--- config.mk ---
export PLATFORM = sky130hd
export DESIGN_NAME = i2s_tx_64x
export DESIGN_NICKNAME = d
export VERILOG_FILES = /design/src/rtl/i2s_pkg.sv /design/src/rtl/i2s_bclk_gen.sv /design/src/rtl/i2s_tx_64x.sv
export SDC_FILE = /design/constraint.sdc
export NUM_CORES = 1
export LEC_CHECK = 0
export ABC_AREA = 1
export ABC_CLOCK_PERIOD_IN_PS = 2800
export BUFFER_PORTS_ARGS = -buffer_cell sky130_fd_sc_hd__buf_4
export CORE_MARGIN = 1
export CORE_UTILIZATION = 35
export DETAILED_ROUTE_END_ITERATION = 8
export GPL_ROUTABILITY_DRIVEN = 1
export PLACE_DENSITY = 0.49
export SYNTH_ARGS = -nofsm -noshare
export SYNTH_HDL_FRONTEND = slang
export SYNTH_HIERARCHICAL = 1
export SYNTH_SLANG_ARGS = --single-unit
--- constraint.sdc ---
create_clock -name clk -period 2.8 [get_ports clk]
set_input_delay 0.14 -clock clk [delete_from_list [all_inputs] [get_ports clk]]
set_output_delay 0.14 -clock clk [all_outputs]
set_load 0.03 [all_outputs]
--- src/rtl/i2s_pkg.sv ---
// Shared frame geometry and lrclk polarity for the 64x I2S transmitter.
package i2s_pkg;

  localparam int SLOT_BITS   = 32;
  localparam int FRAME_BITS  = 64;
  localparam int FRAME_POS_W = 6;

  localparam logic LRCLK_LEFT = 1'b1;

  // Positions 0..31 are the left slot, 32..63 the right slot.
  function automatic logic lrclk_for_pos(input logic [FRAME_POS_W-1:0] pos);
    return (pos[FRAME_POS_W-1] == 1'b0) ? LRCLK_LEFT : ~LRCLK_LEFT;
  endfunction

endpackage

--- src/rtl/i2s_bclk_gen.sv ---
// Bit-clock divider: toggles bclk every BCLK_HALF clks and flags the clk edge of each rise/fall.
module i2s_bclk_gen
  import i2s_pkg::*;
#(
  parameter int BCLK_HALF = 2
) (
  input  logic clk,
  input  logic rst,
  output logic bclk,
  output logic rise_tick,
  output logic fall_tick
);

  localparam int CW = (BCLK_HALF > 1) ? $clog2(BCLK_HALF) : 1;
  localparam logic [CW-1:0] CNT_MAX = CW'(BCLK_HALF - 1);

  logic [CW-1:0] cnt_q, cnt_d;
  logic          bclk_q, bclk_d;
  logic          wrap;

  always_comb begin
    wrap      = (cnt_q == CNT_MAX);
    cnt_d     = wrap ? '0 : cnt_q + CW'(1);
    bclk_d    = wrap ? ~bclk_q : bclk_q;
    rise_tick = wrap && !bclk_q;
    fall_tick = wrap && bclk_q;
  end

  always_ff @(posedge clk) begin
    if (rst) begin
      cnt_q  <= '0;
      bclk_q <= 1'b0;
    end else begin
      cnt_q  <= cnt_d;
      bclk_q <= bclk_d;
    end
  end

  assign bclk = bclk_q;

endmodule

--- src/rtl/i2s_tx_64x.sv ---
// Master I2S transmitter, 64 bclk frame (32-bit left then right slot), MSB first, one-bclk delay.
// Build option I2S_TX_MUTE_ON_UNDERRUN_EN: an underrun frame sends silence instead of repeating.
module i2s_tx_64x
  import i2s_pkg::*;
#(
  parameter int DATA_WIDTH = 16,
  parameter int BCLK_HALF  = 2
) (
  input  logic                  clk,
  input  logic                  rst,
  input  logic [DATA_WIDTH-1:0] left_data,
  input  logic [DATA_WIDTH-1:0] right_data,
  input  logic                  sample_valid,
  output logic                  sample_ready,
  output logic                  bclk,
  output logic                  lrclk,
  output logic                  sdout,
  output logic                  frame_start,
  output logic                  underrun
);

  localparam int SW = FRAME_POS_W - 1;
  localparam logic [SW-1:0] LAST_DATA_SLOT = SW'(DATA_WIDTH);

  logic rise_tick_unused;
  logic fall_tick;

  i2s_bclk_gen #(.BCLK_HALF(BCLK_HALF)) u_bclk_gen (
    .clk       (clk),
    .rst       (rst),
    .bclk      (bclk),
    .rise_tick (rise_tick_unused),
    .fall_tick (fall_tick)
  );

  logic [DATA_WIDTH-1:0]  hold_l_q, hold_l_d, hold_r_q, hold_r_d;
  logic                   hold_full_q, hold_full_d;
  logic [DATA_WIDTH-1:0]  sh_l_q, sh_l_d, sh_r_q, sh_r_d;
  logic [FRAME_POS_W-1:0] frame_pos_q, frame_pos_d;
  logic                   lrclk_q, lrclk_d;
  logic                   sdout_q, sdout_d;
  logic                   frame_start_q, frame_start_d;
  logic                   underrun_q, underrun_d;

  logic [FRAME_POS_W-1:0] next_pos;
  logic [SW-1:0]          slot;
  logic                   accept;

  // Handshake: valid/ready, a pair transfers on any clk where both are high; the source holds data until then.
  always_comb begin
    hold_l_d      = hold_l_q;
    hold_r_d      = hold_r_q;
    hold_full_d   = hold_full_q;
    sh_l_d        = sh_l_q;
    sh_r_d        = sh_r_q;
    frame_pos_d   = frame_pos_q;
    lrclk_d       = lrclk_q;
    sdout_d       = sdout_q;
    frame_start_d = 1'b0;
    underrun_d    = 1'b0;

    next_pos = frame_pos_q + FRAME_POS_W'(1);
    slot     = next_pos[SW-1:0];
    accept   = sample_valid && !hold_full_q;

    if (fall_tick) begin
      frame_pos_d = next_pos;
      lrclk_d     = lrclk_for_pos(next_pos);
      sdout_d     = 1'b0;
      if (next_pos == '0) begin
        frame_start_d = 1'b1;
        if (hold_full_q) begin
          sh_l_d      = hold_l_q;
          sh_r_d      = hold_r_q;
          hold_full_d = 1'b0;
        end else begin
          underrun_d = 1'b1;
`ifdef I2S_TX_MUTE_ON_UNDERRUN_EN
          sh_l_d = '0;
          sh_r_d = '0;
`endif
        end
      end else if (slot != '0 && slot <= LAST_DATA_SLOT) begin
        // Rotating rather than shifting keeps the pair intact for an underrun repeat.
        if (lrclk_for_pos(next_pos) == LRCLK_LEFT) begin
          sdout_d = sh_l_q[DATA_WIDTH-1];
          sh_l_d  = {sh_l_q[DATA_WIDTH-2:0], sh_l_q[DATA_WIDTH-1]};
        end else begin
          sdout_d = sh_r_q[DATA_WIDTH-1];
          sh_r_d  = {sh_r_q[DATA_WIDTH-2:0], sh_r_q[DATA_WIDTH-1]};
        end
      end
    end

    if (accept) begin
      hold_full_d = 1'b1;
      hold_l_d    = left_data;
      hold_r_d    = right_data;
    end
  end

  always_ff @(posedge clk) begin
    if (rst) begin
      hold_l_q      <= '0;
      hold_r_q      <= '0;
      hold_full_q   <= 1'b0;
      sh_l_q        <= '0;
      sh_r_q        <= '0;
      frame_pos_q   <= FRAME_POS_W'(FRAME_BITS - 1);
      lrclk_q       <= 1'b0;
      sdout_q       <= 1'b0;
      frame_start_q <= 1'b0;
      underrun_q    <= 1'b0;
    end else begin
      hold_l_q      <= hold_l_d;
      hold_r_q      <= hold_r_d;
      hold_full_q   <= hold_full_d;
      sh_l_q        <= sh_l_d;
      sh_r_q        <= sh_r_d;
      frame_pos_q   <= frame_pos_d;
      lrclk_q       <= lrclk_d;
      sdout_q       <= sdout_d;
      frame_start_q <= frame_start_d;
      underrun_q    <= underrun_d;
    end
  end

  assign sample_ready = !hold_full_q;
  assign lrclk        = lrclk_q;
  assign sdout        = sdout_q;
  assign frame_start  = frame_start_q;
  assign underrun     = underrun_q;

endmodule

* Word level (Yosys, flattened, before mapping)
Cells that the tools add are included.
** Word-level totals
- Bits of input ports :: 35
- Flip-flop bits (word level) :: 77
** Cells by class
- Add/sub/neg operators :: 2
- Equality and inequality tests :: 2
- Bitwise logic cells :: 3
- Reductions and logical operators :: 16
- Order comparisons :: 1
- Mux-type cells :: 17
** Operators by type and width (count)
- $mux W16 :: 8
- $mux W1 :: 9
- $reduce_and A4 Y1 :: 2
- $reduce_bool A2 Y1 :: 4
- $add A6 B1 Y6 const B :: 1
- $logic_not A6 Y1 :: 1
- $le A5 B5 Y1 const B :: 1
- $reduce_bool A5 Y1 :: 1
- $reduce_or A2 Y1 :: 2
- $logic_and A1 B1 Y1 :: 3
- $not A1 Y1 :: 3
- $reduce_or A3 Y1 :: 1
- $ne A2 B1 Y1 const B :: 1
- $ne A2 B2 Y1 const B :: 1
- $reduce_and A2 Y1 :: 1
- $add A1 B1 Y1 const B :: 1
- $logic_not A1 Y1 :: 1

* Longest topological paths before layout
Gate-level depths: netlist of the first run.
- Word-level depth :: 5
- Gate-level depth with buffers :: 12

* By module
The synthesis of the first run kept the hierarchy.
** By module, submodules not included
- i2s_tx_64x :: seq. area each 1501.4 µm², cells an instance 510, times used 1, area an instance 3434.5 µm²
- i2s_bclk_gen :: seq. area each 40.0 µm², cells an instance 11, times used 1, area an instance 76.3 µm²

* Worst setup path before layout of the first run
No wires, ideal clock.
- Path type :: register -> register
- Start point :: reg frame_pos_q[1]
- End point :: reg sh_l_q[15]
- Stages on the path, launching flop included :: 12
- Buffers on the path :: 1
- Path slack :: 1135 ps
- Data required time :: 2687 ps
- Arrival time :: 1553 ps
- Path through :: dfxtp_1 -> ha_1 -> nand3_1 -> nand2_1 -> nand2_2 -> nor2_4 -> nand2_4 -> buf_4 -> nand2_1 -> o21ai_0 -> nor2_1 -> nor2_1
** Between the ends
- Word-level cells in the longest chain between the ends :: 5
- Elaborated cells between the ends (all ways) :: 10
- Those cells by class :: 1 x add/sub; 1 x order compare; 2 x eq/ne; 1 x mux; 5 x reduce/logical
** RTL lines
- from (decl) :: line i2s_tx_64x.sv:39 : logic [FRAME_POS_W-1:0] frame_pos_q, frame_pos_d;
- from (signal assigned) :: line i2s_tx_64x.sv:109 : frame_pos_q <= FRAME_POS_W'(FRAME_BITS - 1);
- from (signal assigned) :: line i2s_tx_64x.sv:120 : frame_pos_q <= frame_pos_d;
- $add A6 B1 Y6 (*) :: line i2s_tx_64x.sv:62 : next_pos = frame_pos_q + FRAME_POS_W'(1);
- $le A5 B5 Y1 or $reduce_bool A5 Y1 (tied branches) :: line i2s_tx_64x.sv:83 : end else if (slot != '0 && slot <= LAST_DATA_SLOT) begin
- $logic_and A1 B1 Y1 :: line i2s_tx_64x.sv:83
- $reduce_bool A2 Y1 (no source line)
- $reduce_and A4 Y1 (no source line)
- to (signal assigned) :: line i2s_tx_64x.sv:118 : sh_l_q <= sh_l_d;
- to (decl) :: line i2s_tx_64x.sv:38 : logic [DATA_WIDTH-1:0] sh_l_q, sh_l_d, sh_r_q, sh_r_d;
Every way passes the cells marked *; elsewhere a longest branch is shown, timed or not.
A chain may end at the register's enable or synchronous reset.

* Worst setup path in the final report of the first run
- Start point :: reg frame_pos_q[0]
- End point :: reg sh_l_q[4]
The elaborated chain is that of the path after synthesis.

==> metrics, run 1 <==
outcome=completed; setup TNS=0 ns; hold-critical path endpoint=hold_l_q[12]$_SDFFE_PP0P_; residual DRC count=0; Synth Area per Inst=6.75 µm²; Starting Density=36.0%; Post-Route Skew=~0.01 ns; num rows=36; clock latency on the worst-skew pair=0.34 ns; grt ovf=0; Final WS setup=0.606 ns; Hold Fails Final Rpt=0; Worst path max stage delay=0.48 ns; CP top delay family=simple AND/OR/NAND/NOR gates; IO Pins=just over 40; core area=around 0.0097 mm²; final setup violation count=0; Resize count post-CTS=0; CTS Buffer Depth=2; global-route usage over all layers=between 10% and 20%; Synth Instances=a little over 500; Ys Warns=6; achievable frequency=456 MHz; die area=around 0.010 mm²; H-tree levels=3; Worst R2R Path Depth=9; FF-to-FF Start=frame_pos_q[0]$_SDFFE_PP1P_; fin crit period=approximately 2.2 ns; Vias=between 2000 and 3000; relative slew slack=~54%; Setup crit end kind=flip-flop; die height=102 µm; Slew Limit Fails=0; drt initial violations=79; Post-Syn Nets=555; vias per std cell=4.38; CP max-delay cell=dfxtp_1; IO Port Bufs=40; Pre-Repair DR Iteration Count=4; TritonCTS clock tree=yes; critical path cell sequence=ha_1 -> nand3_1 -> nand2_1 -> nand2_2 -> nor2_4 -> nand2_4 -> o21ai_0 -> nor2_1 -> nor2_1; CTS Buf Count=9; number of setup buffers added after CTS=0; worst slack at placement=between 0.6 and 0.7 ns; share of layout cells above drive strength 1=13.5%; Routed WL=6930 µm; RSZ-0062 raised after global routing=false; clock root buffer=clkbuf_8; FILL cells=1094; crit path DAT=2.48 ns; Buf+Inv Stages, Crit Path=0; initial antenna violation count=0; Antenna Cells=0; Reg2Reg Setup Slack=0.61 ns; critical path fanouts, max=53; area grow syn2layout=15.1%; hold crit path type=in -> reg; Final Core Density=41.4%; first-pass GRT wire length=12500 µm; depth of the worst hold-timing path=3; worst r2r dst=sh_l_q[4]$_SDFFE_PP0P_; maximum number of pins on one net before global-route repair=54; Horiz. Die Dim=102 µm; Final nets=between 500 and 600; max cap viols=0; CP Class=reg -> reg; routability cong.=0.744; LEAKAGE=between 1.5 and 2 nW; Routed Antenna Nets=0; pwr/cell area=631 mW/mm²; CTS sink cnt=77; DP HPWL=4560 µm; maximum vdd drop=0.248 mV; Tcrit/Tclk final=78.4%; CTS clk-pin slew, worst paths=0.08 ns; slew at the pin closest to its max-slew limit=0.693 ns; Mapped Area=0.00350 mm²; Startpoint Class=flip-flop; number of global-route vias before repair=2774; Worst EP required=around 3.1 ns; wire per inst=10.2 µm; CP dominant cell by count=nor2_1; cts hold-fix bufs=0; hold path start=left_data[12]
## state kept, by name, summed over array words and instances (netlist names), 6 cells and up
| signal | cells |
|---|---|
| hold_r_q | 16 |
| frame_pos_q | 6 |
| sh_r_q | 16 |
| hold_l_q | 16 |
| sh_l_q | 16 |
## routing by layer
metal / global-route usage, % / vias to the layer above / wire length (µm)
met5: 0 / - / 0
met4: 4.62 / 0 / 86
met3: 4.10 / 11 / 232
met2: 26.6 / 41 / 3150
met1: 18.4 / 1283 / 3470
li1: - / 1649 / -
## cells in the final DEF, fill, tap and decap left out
cell type / count
clkbuf_8: 12
ha_1: 1
nor4_1: 1
clkinvlp_4: 1
nor2_1: 96
nand4_1: 3
bufinv_16: 1
a21oi_1: 24
dfxtp_1: 77
nor2_2: 2
a21o_1: 1
nand4_4: 1
o21ai_2: 2
nand2_1: 131
o21ai_0: 47
nor2_4: 1
buf_4: 45
clkinv_1: 1
clkinv_2: 1
nand2_4: 2
nand3_2: 3
o21ai_1: 10
nand2_2: 3
nor3_1: 1
clkbuf_1: 1
nand3_1: 21
inv_1: 60
## final cells by class
class | count | area (µm²) | share of cell area (%)
Clock buffer | 13 | 169 | 4.19
Tap cell | 133 | 166 | 4.13
Clock inverter | 3 | 42.5 | 1.05
Sequential cell | 77 | 1540 | 38.2
Multi-Input combinational cell | 350 | 1550 | 38.3
Timing Repair Buffer | 45 | 338 | 8.38
Inverter | 61 | 229 | 5.68
## worst min-delay path: stages
cell     delay (ns)
buf_4          0.07
o21ai_0        0.07
nor2_1         0.07
## per-stage QoR
step | cell area [µm²] | hold slack [ns] | total power, W | cells
after CTS | 4030 | 0.0237 | 0.00260 | 682
final | 4030 | 0.0402 | 0.00255 | 682
after global routing | 4030 | 0.0374 | 0.00271 | 682
after global placement | 3820 | 0.395 | 0.00170 | 666
after detailed placement | 3820 | 0.404 | 0.00170 | 666
after floorplan | 3500 | 0.207 | 0.00161 | 519
## where the power goes
group          internal (W)  switching, W  leakage (nW)
logic              0.000157      0.000309          1.26
clock network      0.000484      0.000394         0.106
registers           0.00117     0.0000369         0.631
total               0.00181      0.000739          2.00
## worst max path at each step
stage	startpoint	end	slack, ns	depth (start not counted)
after floorplan	frame_pos_q[1]$_SDFFE_PP1P_	sh_l_q[15]$_SDFFE_PP0P_	1.13	11
after global placement	frame_pos_q[0]$_SDFFE_PP1P_	sh_l_q[11]$_SDFFE_PP0P_	0.65	10
after detailed placement	frame_pos_q[0]$_SDFFE_PP1P_	sh_l_q[9]$_SDFFE_PP0P_	0.60	11
after CTS	frame_pos_q[0]$_SDFFE_PP1P_	sh_l_q[4]$_SDFFE_PP0P_	0.58	9
after global routing	frame_pos_q[0]$_SDFFE_PP1P_	sh_l_q[9]$_SDFFE_PP0P_	0.29	11
final	frame_pos_q[0]$_SDFFE_PP1P_	sh_l_q[4]$_SDFFE_PP0P_	0.61	9
Note: power is estimated with default switching activity, not from simulation.
==> run 2, diff against run 1 <==
--- a/config.mk
+++ b/config.mk
@@ -5,14 +5,14 @@
 export SDC_FILE = /design/constraint.sdc
 export NUM_CORES = 1
 export LEC_CHECK = 0
-export ABC_AREA = 1
-export ABC_CLOCK_PERIOD_IN_PS = 2800
+export ABC_AREA = 0
+export ABC_CLOCK_PERIOD_IN_PS = 2000
 export BUFFER_PORTS_ARGS = -buffer_cell sky130_fd_sc_hd__buf_4
 export CORE_MARGIN = 1
 export CORE_UTILIZATION = 35
 export DETAILED_ROUTE_END_ITERATION = 8
 export GPL_ROUTABILITY_DRIVEN = 1
-export PLACE_DENSITY = 0.49
+export PLACE_DENSITY = 0.52
 export SYNTH_ARGS = -nofsm -noshare
 export SYNTH_HDL_FRONTEND = slang
 export SYNTH_HIERARCHICAL = 1
==> constraint.sdc (replaced) <==
create_clock -name clk -period 2 [get_ports clk]
set_input_delay 0.1 -clock clk [delete_from_list [all_inputs] [get_ports clk]]
set_output_delay 0.1 -clock clk [all_outputs]
set_load 0.03 [all_outputs]
==> metrics, run 2 <==
outcome=completed; met2 Use GR=22.9% (-3.7 points); Mapped Area=0.00328 mm² (-6.3%); max cap viols=0 (unchanged); Starting Density=36.9% (+0.90 points); critical path cell sequence=buf_4 -> and2_1 -> or3_4 -> a311oi_4 -> buf_12 -> nor2_1 -> a211oi_1; Worst R2R Path Depth=7 (-2); Synth Area per Inst=9.07 µm² (+34%); CTS sink cnt=77 (unchanged); CP Depth=7 (-2); Routed WL=7090 µm (+2.2%); vias per std cell=4.97 (+14%); LEAKAGE=1.58 nW (-21%); slew at the pin closest to its max-slew limit=0.500 ns (-0.193 ns); DP HPWL=4250 µm (-6.8%); number of global-route vias before repair=2450 (-12%); RSZ-0062 raised after global routing=true; area grow syn2layout=29.0%; first-pass GRT wire length=11800 µm (-5.8%); Final WS setup=0.0763 ns (-0.530 ns); Slew Limit Fails=0 (unchanged); die height=98.8 µm (-3.1%); Worst path max stage delay=0.37 ns (-0.11 ns); Comb power frac=20.4% (+2.1 points); Clk pwr share=31.3% (-3.2 points); core area=0.00889 mm² (-8.6%); pwr/cell area=814 mW/mm² (+29%); setup TNS=0 ns (unchanged); depth of the worst hold-timing path=3 (unchanged); Setup crit end kind=flip-flop; num rows=34 (-5.6%); Tcrit/Tclk final=96.2% (+18 points); wire per inst=13.2 µm (+30%); sequential share of power=48.3% (+1.1 points); Final nets=460 (-21%); most frequent cells in the layout=dfxtp_1, nand2_1, buf_4, nor2_1, mux2i_1; CP top delay family=simple AND/OR/NAND/NOR gates; H-tree levels=3 (unchanged); grt ovf=0 (unchanged); final setup violation count=0 (unchanged); Reg2Reg Setup Slack=0.08 ns (-0.53 ns); FF-to-FF Start=frame_pos_q[1]$_SDFFE_PP1P_; Hold Fails Final Rpt=0 (unchanged); Setup crit start=frame_pos_q[1]$_SDFFE_PP1P_; TritonCTS clock tree=yes; Antenna Cells=0 (unchanged); met3 usage=3.19% (-0.91 points); residual DRC count=0 (unchanged); Startpoint Class=flip-flop; initial antenna violation count=0 (unchanged); global-route layer with the greatest usage=met2; worst r2r dst=sh_l_q[1]$_SDFFE_PP0P_; Post-Syn Nets=398 (-28%); total power draw=0.00344 W (+35%); relative slew slack=66.7% (+13 points); maximum number of pins on one net before global-route repair=44 (-19%); Post-Route Skew=0.0104 ns (+0.000385 ns); CP Class=reg -> reg; maximum vdd drop=0.353 mV (+42%); Pint=0.00248 W (+38%); Ys Warns=6 (unchanged); CTS Buf Count=9 (unchanged); Worst EP required=2.25 ns (-0.84 ns); die area=0.00977 mm² (-6.2%); switching part of the total power=27.9% (-1.2 points); Pre-Repair DR Iteration Count=4 (unchanged); IO Pins=41 (unchanged); Routed Antenna Nets=0 (unchanged); cell area after layout=0.00423 mm² (+5.0%); Vias=2671 (-10%); hold crit path type=in -> reg; global-route usage over all layers=15.2% (-0.16 points); CTS Buffer Depth=2 (unchanged); P_sw=0.000960 W (+30%); clock latency on the worst-skew pair=0.34 ns (about the same); Buf+Inv Stages, Crit Path=2 (+2); CTS clk-pin slew, worst paths=0.07 ns (about the same); IO Port Bufs=40 (unchanged); Reg area=0.00155 mm² (+0.32%); share of layout cells above drive strength 1=24.5% (+11 points); routability cong.=0.748 (+0.48%); worst slack at placement=0.0583 ns (-0.546 ns); critical path fanouts, max=32 (-40%); drt initial violations=69 (-13%); fin crit period=1.92 ns (-0.270 ns); FILL cells=856 (-22%); Synth Instances=362 (-30%); met1 Use GR=21.0% (+2.5 points); hold-critical path endpoint=hold_r_q[11]$_SDFFE_PP0P_; crit path DAT=2.17 ns (-0.31 ns); clock root buffer=clkbuf_8; CP max-delay cell=or3_4; achievable frequency=520 MHz (+14%); Placed Area=0.00376 mm² (-1.5%); commonest non-fill, non-tap cell in the layout=dfxtp_1; area occupied by multi-input gates=0.00162 mm² (+4.6%); hold path start=right_data[11]; Horiz. Die Dim=98.8 µm (-3.1%)
[run 2: what timing repair did]
item	4_1_cts	5_1_grt
setup buffers	0	1
endpoints found under the setup margin	0	28
hold buffers	21	1
resized for setup	0	7
hold endpoints to repair	21	1
[run 2: power groups by stage]
stage                     clock, W  sequential (W)  combinational, W
after detailed placement         0         0.00170          0.000664
after floorplan                  0         0.00169          0.000460
after global routing       0.00119         0.00167          0.000768
after global placement           0         0.00170          0.000658
final                      0.00108         0.00166          0.000703
after CTS                  0.00112         0.00166          0.000698
[run 2: worst min-delay path: cells and delay by family]
| kind | cells | cell delay [ns] |
|---|---|---|
| AOI/OAI and AO/OA | 1 | 0.05 |
| buffers and inverters | 1 | 0.11 |
| and+or+nand+nor | 1 | 0.05 |
[run 2: worst max path at each step]
| stage | to |
|---|---|
| 2_1_floorplan | sh_l_q[15]$_SDFFE_PP0P_ |
| 3_3_place_gp | sh_r_q[6]$_SDFFE_PP0P_ |
| 6_report | sh_l_q[1]$_SDFFE_PP0P_ |
| 5_1_grt | sh_l_q[11]$_SDFFE_PP0P_ |
| 4_1_cts | sh_r_q[0]$_SDFFE_PP0P_ |
| 3_5_place_dp | sh_l_q[1]$_SDFFE_PP0P_ |
[run 2: final cells by class]
class | instances | area share (%)
multi-input combinational | 254 | 38.2
sequential | 77 | 36.5
timing repair buffer | 81 | 17.8
clock buffer | 13 | 3.75
tap | 108 | 3.19
clock inverter | 3 | 0.443
inverter | 1 | 0.0887
[run 2: per-stage QoR]
stage / std cells / utilization [%] / hold slack, ns
after global placement: 496 / 42.3 / 0.347
after detailed placement: 496 / 42.3 / 0.356
after floorplan: 362 / - / 0.165
final: 537 / 47.6 / 0.0183
after global routing: 537 / 47.6 / 0.00136
after CTS: 533 / 46.7 / 0.000208
[run 2: per-layer routing]
layer	wire length [µm]	up-vias
met4	67	0
met1	3710	1248
met3	279	5
met2	3030	52
met5	0	-
li1	-	1366
==> run 3, diff against run 2 <==
--- a/config.mk
+++ b/config.mk
@@ -6,13 +6,13 @@
 export NUM_CORES = 1
 export LEC_CHECK = 0
 export ABC_AREA = 0
-export ABC_CLOCK_PERIOD_IN_PS = 2000
+export ABC_CLOCK_PERIOD_IN_PS = 1600
 export BUFFER_PORTS_ARGS = -buffer_cell sky130_fd_sc_hd__buf_4
 export CORE_MARGIN = 1
 export CORE_UTILIZATION = 35
 export DETAILED_ROUTE_END_ITERATION = 8
 export GPL_ROUTABILITY_DRIVEN = 1
-export PLACE_DENSITY = 0.52
+export PLACE_DENSITY_LB_ADDON = 0.05
 export SYNTH_ARGS = -nofsm -noshare
 export SYNTH_HDL_FRONTEND = slang
 export SYNTH_HIERARCHICAL = 1
==> constraint.sdc (replaced) <==
create_clock -name clk -period 1.6 [get_ports clk]
set_input_delay 0.08 -clock clk [delete_from_list [all_inputs] [get_ports clk]]
set_output_delay 0.08 -clock clk [all_outputs]
set_load 0.03 [all_outputs]
==> metrics, run 3 (synthesis gave the netlist of run 2 again) <==
share of layout cells above drive strength 1=33.7% (+9.2 points); area grow syn2layout=46.3%; CTS clk-pin slew, worst paths=0.08 ns (about the same); Reg2Reg Setup Slack=-0.21 ns (-0.29 ns); hold path start=sample_valid; Pre-Repair DR Iteration Count=6 (+2); residual DRC count=0 (unchanged); core area=0.00889 mm² (unchanged); hold crit path type=in -> reg; IO Port Bufs=40 (unchanged); Layout Cells excl Fill=574 (+6.9%); Vias=2787 (+4.3%); CTS Buf Count=9 (unchanged); worst r2r dst=sh_l_q[10]$_SDFFE_PP0P_; Hold Fails Final Rpt=0 (unchanged); commonest non-fill, non-tap cell in the layout=dfxtp_1; total power draw=0.00478 W (+39%); FILL cells=813 (-5.0%); crit path DAT=2.09 ns (-0.08 ns); initial antenna violation count=0 (unchanged); LEAKAGE=1.83 nW (+16%); grt ovf=0 (unchanged); depth of the worst hold-timing path=3 (unchanged); Startpoint Class=flip-flop; worst slack at placement=-0.282 ns (-0.340 ns); Antenna Cells=0 (unchanged); failing checks=setup timing; Starting Density=36.9% (unchanged); outcome=complete, but fails checks; routability cong.=0.848 (+13%); vias per std cell=4.86 (-2.4%); pwr/cell area=995 mW/mm² (+22%); Reg area=0.00156 mm² (+0.65%); Post-Route Skew=0.00760 ns (-0.00282 ns); num rows=34 (unchanged); RSZ-0062 raised after global routing=true; number of global-route vias before repair=2734 (+12%); achievable frequency=553 MHz (+6.3%); Horiz. Die Dim=98.8 µm (unchanged); DP Cell Count=514 (+3.6%); TritonCTS clock tree=yes; most frequent cells in the layout=dfxtp_1, nand2_1, buf_4; Routed Antenna Nets=0 (unchanged); hold-critical path endpoint=hold_full_q$_SDFFE_PP0P_; first-pass GRT wire length=13000 µm (+10%); relative slew slack=70.8% (+4.1 points); Slew Limit Fails=0 (unchanged); CTS sink cnt=77 (unchanged); clock latency on the worst-skew pair=0.35 ns (about the same); CP Class=reg -> reg; Worst EP required=1.88 ns (-0.37 ns); die area=0.00977 mm² (unchanged); Setup crit end kind=flip-flop; Final WS setup=-0.210 ns (-0.286 ns); Tcrit/Tclk final=113% (+17 points); slew at the pin closest to its max-slew limit=0.438 ns (-0.0612 ns); final setup violation count=33 (+33); CTS Buffer Depth=2 (unchanged); FF-to-FF Start=frame_pos_q[2]$_SDFFE_PP1P_; clock root buffer=clkbuf_8; fin crit period=1.81 ns (-0.114 ns); Worst R2R Path Depth=7 (unchanged); Final nets=497 (+8.0%); maximum number of pins on one net before global-route repair=40 (-9.1%); die height=98.8 µm (unchanged); H-tree levels=3 (unchanged); area occupied by multi-input gates=0.00175 mm² (+8.0%); drt initial violations=66 (-4.3%); DP HPWL=4510 µm (+6.1%); IO Pins=41 (unchanged); Routed WL=8110 µm (+14%); global-route usage over all layers=17.0% (+1.9 points); max cap viols=0 (unchanged); maximum vdd drop=0.407 mV (+15%); wire per inst=14.1 µm (+7.0%); critical path fanouts, max=8 (-75%)
run 3: changes by cell type in the layout (fill, tap and decap cells not counted), sizes merged:
cell and change:
buf +25, bufinv +1, clkinvlp +1, dlygate4sd3 +10
run 3: what timing repair did:
action                                  4_1_cts  5_1_grt
setup buffers                                 1        6
pin swaps                                     3        9
resized for setup                            15       25
endpoints found under the setup margin       33       34
hold buffers                                 32        0
cloned                                        2        4
endpoints found under the hold margin        32        0
run 3: stage by stage:
step           TNS, ns  utilization [%]  hold slack, ns  cell area, µm²
6_report         -5.54             54.0          0.0371            4800
5_1_grt          -9.11             54.0          0.0205            4800
4_1_cts          -5.31             51.9          0.0262            4610
3_5_place_dp     -6.09             44.8           0.337            3980
3_3_place_gp     -5.49             44.8           0.326            3980
2_1_floorplan    -2.56                -           0.143            3350
run 3: worst max path at each step:
stage / startpoint / endpoint / slack [ns] / cells past startpoint
6_report: frame_pos_q[2]$_SDFFE_PP1P_ / sh_l_q[10]$_SDFFE_PP0P_ / -0.21 / 7
5_1_grt: frame_pos_q[2]$_SDFFE_PP1P_ / sh_l_q[2]$_SDFFE_PP0P_ / -0.31 / 7
4_1_cts: frame_pos_q[1]$_SDFFE_PP1P_ / sh_l_q[0]$_SDFFE_PP0P_ / -0.20 / 7
3_5_place_dp: u_bclk_gen/bclk$_SDFFE_PP0P_ / sh_r_q[9]$_SDFFE_PP0P_ / -0.28 / 8
3_3_place_gp: u_bclk_gen/bclk$_SDFFE_PP0P_ / sh_r_q[11]$_SDFFE_PP0P_ / -0.18 / 8
2_1_floorplan: u_bclk_gen/bclk$_SDFFE_PP0P_ / sh_l_q[12]$_SDFFE_PP0P_ / -0.16 / 6
run 3: cell type report:
| cell class | count | area share [%] |
|---|---|---|
| clock inverter | 5 | 1.20 |
| inverter | 1 | 0.0782 |
| multi-input combinational | 254 | 36.4 |
| timing repair buffer | 118 | 23.9 |
| tap | 108 | 2.81 |
| clock buffer | 11 | 3.15 |
| sequential | 77 | 32.4 |
run 3: metal layers:
metal | GRT usage, % | up-vias | wire [µm]
met2 | 27.9 | 41 | 3630
met1 | 22.1 | 1291 | 4120
li1 | - | 1445 | -
met3 | 4.26 | 10 | 255
met4 | 5.17 | 0 | 104
met5 | 0 | - | 0
run 3: power breakdown:
part           internal (W)  total, W  switching [W]
Sequential          0.00201   0.00208      0.0000684
Clock              0.000807   0.00154       0.000735
Combinational      0.000625   0.00116       0.000532
Total               0.00344   0.00478        0.00134
run 3: worst max-delay path, stage by stage (launching register included):
cell and delay, ns:
dfxtp_2 0.42, nand3_1 0.23, o21a_1 0.32, a311oi_4 0.23, buf_6 0.16, clkbuf_16 0.16, nor2_1 0.05, a211oi_2 0.17
